## src/rtl/memctrl_mc.sv

```systemverilog
// -----------------------------------------------------------------------------
// memctrl_mc
//
// Multi-channel, multi-byte front end to the 8-bit RAM/IO bus. Arbitrates
// between NCH requesters, serialises the winning request into 1, 2 or 4 byte
// accesses, and returns reads as little-endian words, zero-extended.
// The RAM returns read data one cycle after its address is driven. A one-deep
// capture stage (vld_p1/idx_p1) handles that latency.
//
// Parameters
//   NCH        number of requester channels (1..8); channel 0 is bit/slice 0
//   PRIO_MODE  0 = fixed priority (lowest index wins), 1 = round-robin
//   AW         address width
//
// Ports
//   clk        system clock
//   rst        asynchronous reset, active low
//   rdy        global ready; low freezes the controller
//   req_i      per-channel request level
//   rw_i       per-channel direction, 1 = write
//   addr_i     per-channel start byte address (AW bits per channel)
//   len_i      per-channel length code: 0 = 1 B, 1 = 2 B, 2/3 = 4 B
//   wdata_i    per-channel write word, byte k in [8k+7:8k]
//   ack_o      one-cycle completion pulse to the granted channel
//   rdata_o    assembled read word, meaningful while ack_o is high
//   gnt_o      one-hot current owner, 0 when idle
//   busy_o     high whenever the FSM is not IDLE
//   ram_din    RAM read byte for the address driven in the previous cycle
//   ram_dout   RAM write byte
//   ram_a      RAM address
//   ram_wr     RAM write strobe
// -----------------------------------------------------------------------------
module memctrl_mc #(
  parameter int NCH       = 2,
  parameter int PRIO_MODE = 0,
  parameter int AW        = 32
) (
  input  logic              clk,
  input  logic              rst,
  input  logic              rdy,
  input  logic [NCH-1:0]    req_i,
  input  logic [NCH-1:0]    rw_i,
  input  logic [NCH*AW-1:0] addr_i,
  input  logic [NCH*2-1:0]  len_i,
  input  logic [NCH*32-1:0] wdata_i,
  output logic [NCH-1:0]    ack_o,
  output logic [31:0]       rdata_o,
  output logic [NCH-1:0]    gnt_o,
  output logic              busy_o,
  input  logic [7:0]        ram_din,
  output logic [7:0]        ram_dout,
  output logic [AW-1:0]     ram_a,
  output logic              ram_wr
);

  localparam int PW = (NCH > 1) ? $clog2(NCH) : 1;

  typedef enum logic [1:0] {
    IDLE = 2'd0,
    XFER = 2'd1,
    TAIL = 2'd2,
    DONE = 2'd3
  } state_t;

  state_t state, state_nxt;

  // Control registers
  logic [NCH-1:0] gnt_r;
  logic [PW-1:0]  rr_ptr;
  logic           rw_r;
  logic [1:0]     last_k;
  logic [1:0]     k_p0;
  logic           vld_p1;
  logic [1:0]     idx_p1;

  // Data registers
  logic [AW-1:0]  addr_r;
  logic [31:0]    wdata_r;
  logic [31:0]    rdata_r;

  // Arbitration results
  logic           any_req;
  logic [PW-1:0]  win_idx;
  logic [PW-1:0]  lo_idx;
  logic [PW-1:0]  hi_idx;
  logic           hi_found;

  logic           grant;
  logic           issue;
  logic           issue_rd;

  // Length code to index of the final byte
  function automatic logic [1:0] last_index(input logic [1:0] len);
    logic [1:0] r;
    case (len)
      2'd0:    r = 2'd0;
      2'd1:    r = 2'd1;
      default: r = 2'd3;
    endcase
    return r;
  endfunction

  // ---------------------------------------------------------------------------
  // Arbiter. The loop runs downward, so the last hit is the lowest index.
  // lo_idx is the lowest requester overall. hi_idx is the lowest requester
  // strictly above the round-robin pointer. When no requester sits above the
  // pointer, round-robin wraps to lo_idx.
  // ---------------------------------------------------------------------------
  always_comb begin
    lo_idx   = '0;
    hi_idx   = '0;
    hi_found = 1'b0;
    for (int i = NCH - 1; i >= 0; i--) begin
      if (req_i[i]) begin
        lo_idx = PW'(i);
        if (i > int'(rr_ptr)) begin
          hi_idx   = PW'(i);
          hi_found = 1'b1;
        end
      end
    end
    if (PRIO_MODE != 0 && hi_found) begin
      win_idx = hi_idx;
    end else begin
      win_idx = lo_idx;
    end
  end

  assign any_req  = |req_i;
  assign grant    = (state == IDLE) && rdy && any_req;
  assign issue    = (state == XFER) && rdy;
  assign issue_rd = issue && !rw_r;

  // ---------------------------------------------------------------------------
  // FSM state register and control
  // ---------------------------------------------------------------------------
  always_ff @(posedge clk or negedge rst) begin
    if (!rst) begin
      state  <= IDLE;
      gnt_r  <= '0;
      rr_ptr <= PW'(NCH - 1);
      rw_r   <= 1'b0;
      last_k <= 2'd0;
      k_p0   <= 2'd0;
      vld_p1 <= 1'b0;
      idx_p1 <= 2'd0;
    end else begin
      state <= state_nxt;

      // vld_p1 is updated even while rdy is low. The byte issued in the last
      // ready cycle is captured once, and the flag then clears.
      vld_p1 <= issue_rd;
      if (issue_rd) begin
        idx_p1 <= k_p0;
      end

      if (grant) begin
        gnt_r  <= NCH'(1) << win_idx;
        rr_ptr <= win_idx;
        rw_r   <= rw_i[win_idx];
        last_k <= last_index(len_i[int'(win_idx)*2 +: 2]);
        k_p0   <= 2'd0;
      end else if (issue) begin
        k_p0 <= k_p0 + 2'd1;
      end

      if ((state == DONE) && rdy) begin
        gnt_r <= '0;
      end
    end
  end

  // ---------------------------------------------------------------------------
  // Request latch and read-byte capture (data path, no reset needed).
  // rdata_r is cleared at grant, so unread bytes come back as zero.
  // ---------------------------------------------------------------------------
  always_ff @(posedge clk) begin
    if (grant) begin
      addr_r  <= addr_i[int'(win_idx)*AW +: AW];
      wdata_r <= wdata_i[int'(win_idx)*32 +: 32];
      rdata_r <= 32'h0;
    end else if (vld_p1) begin
      rdata_r[{idx_p1, 3'b000} +: 8] <= ram_din;
    end
  end

  // ---------------------------------------------------------------------------
  // Next state and bus/handshake outputs
  // ---------------------------------------------------------------------------
  always_comb begin
    state_nxt = state;
    ram_a     = '0;
    ram_wr    = 1'b0;
    ram_dout  = 8'h00;
    ack_o     = '0;
    rdata_o   = 32'h0;
    busy_o    = (state != IDLE);

    case (state)
      IDLE: begin
        if (grant) begin
          state_nxt = XFER;
        end
      end
      XFER: begin
        if (issue) begin
          ram_a = addr_r + AW'(k_p0);
          if (rw_r) begin
            ram_wr   = 1'b1;
            ram_dout = wdata_r[{k_p0, 3'b000} +: 8];
          end
          // Leave as soon as the final byte is out, so no extra address is
          // ever presented to side-effecting IO locations.
          if (k_p0 == last_k) begin
            state_nxt = rw_r ? DONE : TAIL;
          end
        end
      end
      TAIL: begin
        if (rdy) begin
          state_nxt = DONE;
        end
      end
      DONE: begin
        rdata_o = rdata_r;
        if (rdy) begin
          ack_o     = gnt_r;
          state_nxt = IDLE;
        end
      end
      default: begin
        state_nxt = IDLE;
      end
    endcase
  end

  assign gnt_o = gnt_r;

endmodule

```

## config.mk

```make
export PLATFORM = sky130hd
export DESIGN_NAME = memctrl_mc
export DESIGN_NICKNAME = d
export VERILOG_FILES = /design/src/rtl/memctrl_mc.sv
export SDC_FILE = /design/constraint.sdc
export NUM_CORES = 1
export LEC_CHECK = 0
export BUFFER_PORTS_ARGS = -buffer_cell sky130_fd_sc_hd__buf_4
export CORE_MARGIN = 1
export CORE_UTILIZATION = 53
export DETAILED_ROUTE_END_ITERATION = 7
export GPL_ROUTABILITY_DRIVEN = 0
export PLACE_DENSITY_LB_ADDON = 0.15
export SLEW_MARGIN = 20
export SYNTH_ARGS = -nofsm -noshare
export SYNTH_HDL_FRONTEND = slang
export SYNTH_SLANG_ARGS = --single-unit
```

## constraint.sdc

```tcl
create_clock -name clk -period 9.44 [get_ports clk]
set_input_delay 0.944 -clock clk [delete_from_list [all_inputs] [get_ports clk]]
set_output_delay 0.944 -clock clk [all_outputs]
set_load 0.005 [all_outputs]
```

### Word-level counts from Yosys, hierarchy flattened

Index checks and enable logic that the tools add are counted.

| storage, ports and cells | value |
|---|---|
| flip-flop bits (word level) | 108 |
| input bits | 147 |
| output and inout port bits | 78 |
| word-level logic and storage cells | 72 |

| operators by class | value |
|---|---|
| $add $sub $neg | 3 |
| magnitude comparators | 1 |
| equal/unequal tests | 10 |
| shift operators | 7 |
| mux-type cells | 28 |
| reduce and logical (&&, ||, !) cells | 13 |

Operator list:

| cell | count |
|---|---|
| indexed part select 64 x 7 -> 32 bit | 2 |
| 2-to-1 mux 32 bit | 3 |
| adder 32 x 2 -> 32 bit | 1 |
| bitwise mux 32 bit | 1 |
| variable shift 8 x 7 -> 32 bit (first input constant) | 1 |
| indexed part select 32 x 6 -> 8 bit | 1 |
| indexed part select 8 x 7 -> 32 bit | 1 |
| 2-to-1 mux 8 bit | 3 |
| 2-to-1 mux 2 bit | 11 |
| 2-to-1 mux 1 bit | 8 |
| inequality test 2 bit (second input constant) | 4 |
| one-hot mux 2 bit (4 select lines) | 1 |
| negator 5 -> 7 bit | 1 |
| nonzero test 2 bit | 3 |
| logical AND 1 bit | 5 |
| AND reduction 5 bit | 1 |
| == test 2 x 1 -> 1 bit (second input constant) | 2 |
| == test 2 bit (second input constant) | 2 |
| zero test 2 bit | 2 |
| one-hot mux 2 bit (2 select lines) | 1 |
| indexed part select 4 x 3 -> 2 bit | 1 |
| adder 2 x 1 -> 2 bit (second input constant) | 1 |
| == test 2 bit | 1 |
| < comparator 1 x 2 -> 1 bit (second input constant) | 1 |
| 4 further kinds | 4 |

### Logic depth before layout (Yosys ltp)

| depth | value |
|---|---|
| depth after elaboration | 5 |
| mapped depth | 8 |

### Least setup slack after synthesis

No wires, ideal clock.

| path | value |
|---|---|
| path kind | input-to-reg |
| start point | input port rdy |
| end point | register addr_r[0] (enable) |
| setup time | 0.453 ns |
| data arrival time | 3.502 ns |
| setup slack | 5.485 ns |
| stages | 4 |
| path buffers | 3 |
| cell sequence | clkbuf_1 > o211a_1 > clkbuf_1 > clkbuf_1 |

| between the ends | value |
|---|---|
| word-level cells in the longest chain between the ends | 2 |

Ends and longest elaborated chain:

| item | line | RTL |
|---|---|---|
| start: declaration | 40 | `input logic rdy,` |
| logical AND 1 bit (2 in series) | 130 | `assign grant = (state == IDLE) && rdy && any_req;` |
| via grant | 88 | `logic grant;` |
| end signal: assignment | 179 | `addr_r <= addr_i[int'(win_idx)*AW +: AW];` |
| end: declaration | 77 | `logic [AW-1:0] addr_r;` |

The timed path passes the listed nets, and every way through them passes these cells.
A chain may end at the register's enable or synchronous reset.

### Worst setup path after layout

| path | value |
|---|---|
| start point | register k_p0[0] |
| end point | output port ram_a[26] |

| between the ends | value |
|---|---|
| word-level cells in the longest chain between the ends | 3 |

Ends and longest elaborated chain:

| item | line | RTL |
|---|---|---|
| start: declaration | 72 | `logic [1:0] k_p0;` |
| start signal: assignment | 164 | `k_p0 <= k_p0 + 2'd1;` |
| adder 32 x 2 -> 32 bit | 207 | `ram_a = addr_r + AW'(k_p0);` |
| 2-to-1 mux 32 bit | 206 | `if (issue) begin` |
| 2-to-1 mux 32 bit | 199 | `case (state)` |
| end: declaration | 52 | `output logic [AW-1:0] ram_a,` |

Every way passes these cells.

==> impl_metrics.toml <==
[pwr]
pwr-share-clk = 0.193
p_per_area_nw_per_um2 = 175
p_leak_nw = 3.22
seqPwrFrac = 0.487
p_int_w = 0.000915
peakVddDrop_mv = 0.127
power_switching_w = 0.000448
sw_frac_of_total = 0.329
p_comb_frac = 0.320

[timing]
slew_viol_final = 0
rsz0062_at_grt = "false"
tns_ps = 0
finalHoldWorstSlack_ps = 404
worst_pin_slew_ps = 960
post-route-min-period_ps = 4250
slew_headroom = 0.360
final.period_utilization = 0.450
setup_viol = 0
max_freq_ghz = 0.235
hold_viol = 0
skew_ps = 9.41

[synth]
yosys-top-cells-area = "edfxtp_1, mux2_2, dfxtp_1"
synth_top_area_frac = 0.330
syn-num-nets = 675
syn_area_sq_um = 5830
ys_warn_count = 0
netlist_top_cells_count = "mux2_2, edfxtp_1, nor2_1, and2_1"
synth_cells = 515
ys_types = 49
synth_edf_count = 64
ys_ff_latch = 108
ys_seq_area_frac = 0.491
syn_area_per_cell_sq_um = 11.3
synth_top_area_cell = "edfxtp_1"
yosysMostFrequentCell = "mux2_2"
async_flop_share = 0.111
synth-main-ff-cell = "edfxtp_1"

[clock_tree]
postCtsHoldBufs = 0
cts_buffers = 9
insertion_delay_ps = 360
cts_buffer_depth = 2
cts_root_buf = "clkbuf_8"
clk_pin_slew_worst_paths_ps = 110
clock-sinks = 108
cts-htree-levels = 3
cts_tree = "done"
cts-resized-gates = 0
cts_setup_buffers = 0

[flow_run]
drv_cap = 0

[worst_hold_path]
worstHoldPathType = "in -> async"

[die]
ios = 225
die_area_sq_um = 11400
die_w_um = 107
die_y_um = 107
coreArea_sq_um = 10500
rows = 37
initial_core_util = 0.555

[placement]
portBuffers = 224
dp.cells = 848
dp.final_hpwl_um = 10800

[finish]
fin_util = 0.740
nets = 883
areaGrowthSynthToFinish_pct = 33.3
drive_above_1_share = 0.448
instances_no_fill = 864
diodes = 0

[worst_setup_path]
critPathLaunchType = "register"
worstPathArrival_ps = 3300
crit_buf_inv = 1
regToRegSetupSlack_ps = 6870
crit_fanout = 15
cp_data_required_time_ps = 8500
worstSetupPathType = "reg -> out"
crit_chain = "ha_1, fa_1, and4_1, nand4_2, or4_1, a21oi_1, buf_4"
critical_path.max_stage_delay_ps = 820
endpoint_kind = "output port"
crit_family = "simple AND/OR/NAND/NOR gates"
crit_path_top_delay_cell = "dfrtp_1"

[detailed_routing]
wl_per_cell_um = 16.6
dr.pass1.iters = 5
ant_nets = 0
vias = 4841
drt-vias-per-instance = 5.60
drc = 0
drtIter0Drc = 237
wl_um = 14300

[grt]
grt_max_degree = 78
grt_pass1_wl_um = 22700
antenna_found_initial = 0
grt_pass1_vias = 4752
grtUsageTotal = 0.253
grt-ovfl-total = 0

[status]
status = "completed"
worst paths after layout:
kind,endpoint,cells after the start,startpoint
setup / recovery,ram_a[26],7,k_p0[0]
hold reg to reg,rdata_r[5],2,rdata_r[5]
min in group clk,rdata_r[5],2,rdata_r[5]
hold / removal,k_p0[1],1,rst
setup reg to reg,gnt_o[0],7,state[0]
max in group asynchronous,state[0],1,rst
per-layer routing:
layer	up-vias	track usage	routed length [um]
met5	-	0	0
met4	0	0.0841	234
met3	20	0.0529	1040
met2	209	0.439	7250
met1	2286	0.315	5810
li1	2326	-	-
logic make-up (layout without fill, tap and decap cells):
family,after synthesis,in the layout,share of synthesized area
AND/OR/NAND/NOR,180,180,0.169
XOR/XNOR,17,17,0.0255
AO/OA/AOI/OAI,82,82,0.0957
multiplexers,76,76,0.162
buffers and inverters,39,252,0.0285
adder cells (fa/ha/maj),13,13,0.0292
flip-flops,108,108,0.491
power by group through the flow:
stage | sequential (W) | combinational [W] | clock (W)
floorplan | 0.000645 | 0.000283 | 0
global placement | 0.000667 | 0.000418 | 0
detailed placement | 0.000674 | 0.000440 | 0
CTS | 0.000664 | 0.000442 | 0.000270
global route | 0.000675 | 0.000483 | 0.000284
finish | 0.000664 | 0.000436 | 0.000263
through the flow:
step	worst slack, ps	power [W]	cell area (sq um)
after floorplan	5480	0.000928	5830
after global placement	5670	0.00108	7580
after detailed placement	5560	0.00111	7590
after CTS	5160	0.00138	7770
after global routing	4950	0.00144	7770
final	5190	0.00136	7770
placed cells by master, fill, tap and decap left out, types with 8 or more instances in the layout:
master and count:
nor2_1 53, and3_1 8, a21oi_1 17, xnor2_1 9, mux2_2 65, a22oi_1 32, inv_1 10, buf_4 226
o21ai_0 9, xor2_1 8, dfxtp_1 32, ha_1 12, mux4_2 8, o31ai_1 10, clkbuf_8 9, edfxtp_1 64
nand3_1 11, and2_1 43, nand2_1 23, dfrtp_1 12
sequential cells by signal, summed over array words and instances, names as in the netlist:
| register | cells |
|---|---|
| addr_r | 32 |
| gnt_o | 2 |
| idx_p1 | 2 |
| k_p0 | 2 |
| last_k | 2 |
| rdata_r | 32 |
| rw_r | 1 |
| state | 2 |
| vld_p1 | 1 |
| wdata_r | 32 |
cell type report:
type                            count  area, sq um
Sequential cell                   108         2860
Tap cell                          136          170
Multi-Input combinational cell    368         2820
Clock buffer                        9          124
Fill cell                         743         2740
Clock inverter                      7         57.6
Inverter                           10         37.5
Timing Repair Buffer              226         1700
Power figures use the tool's default switching activity.
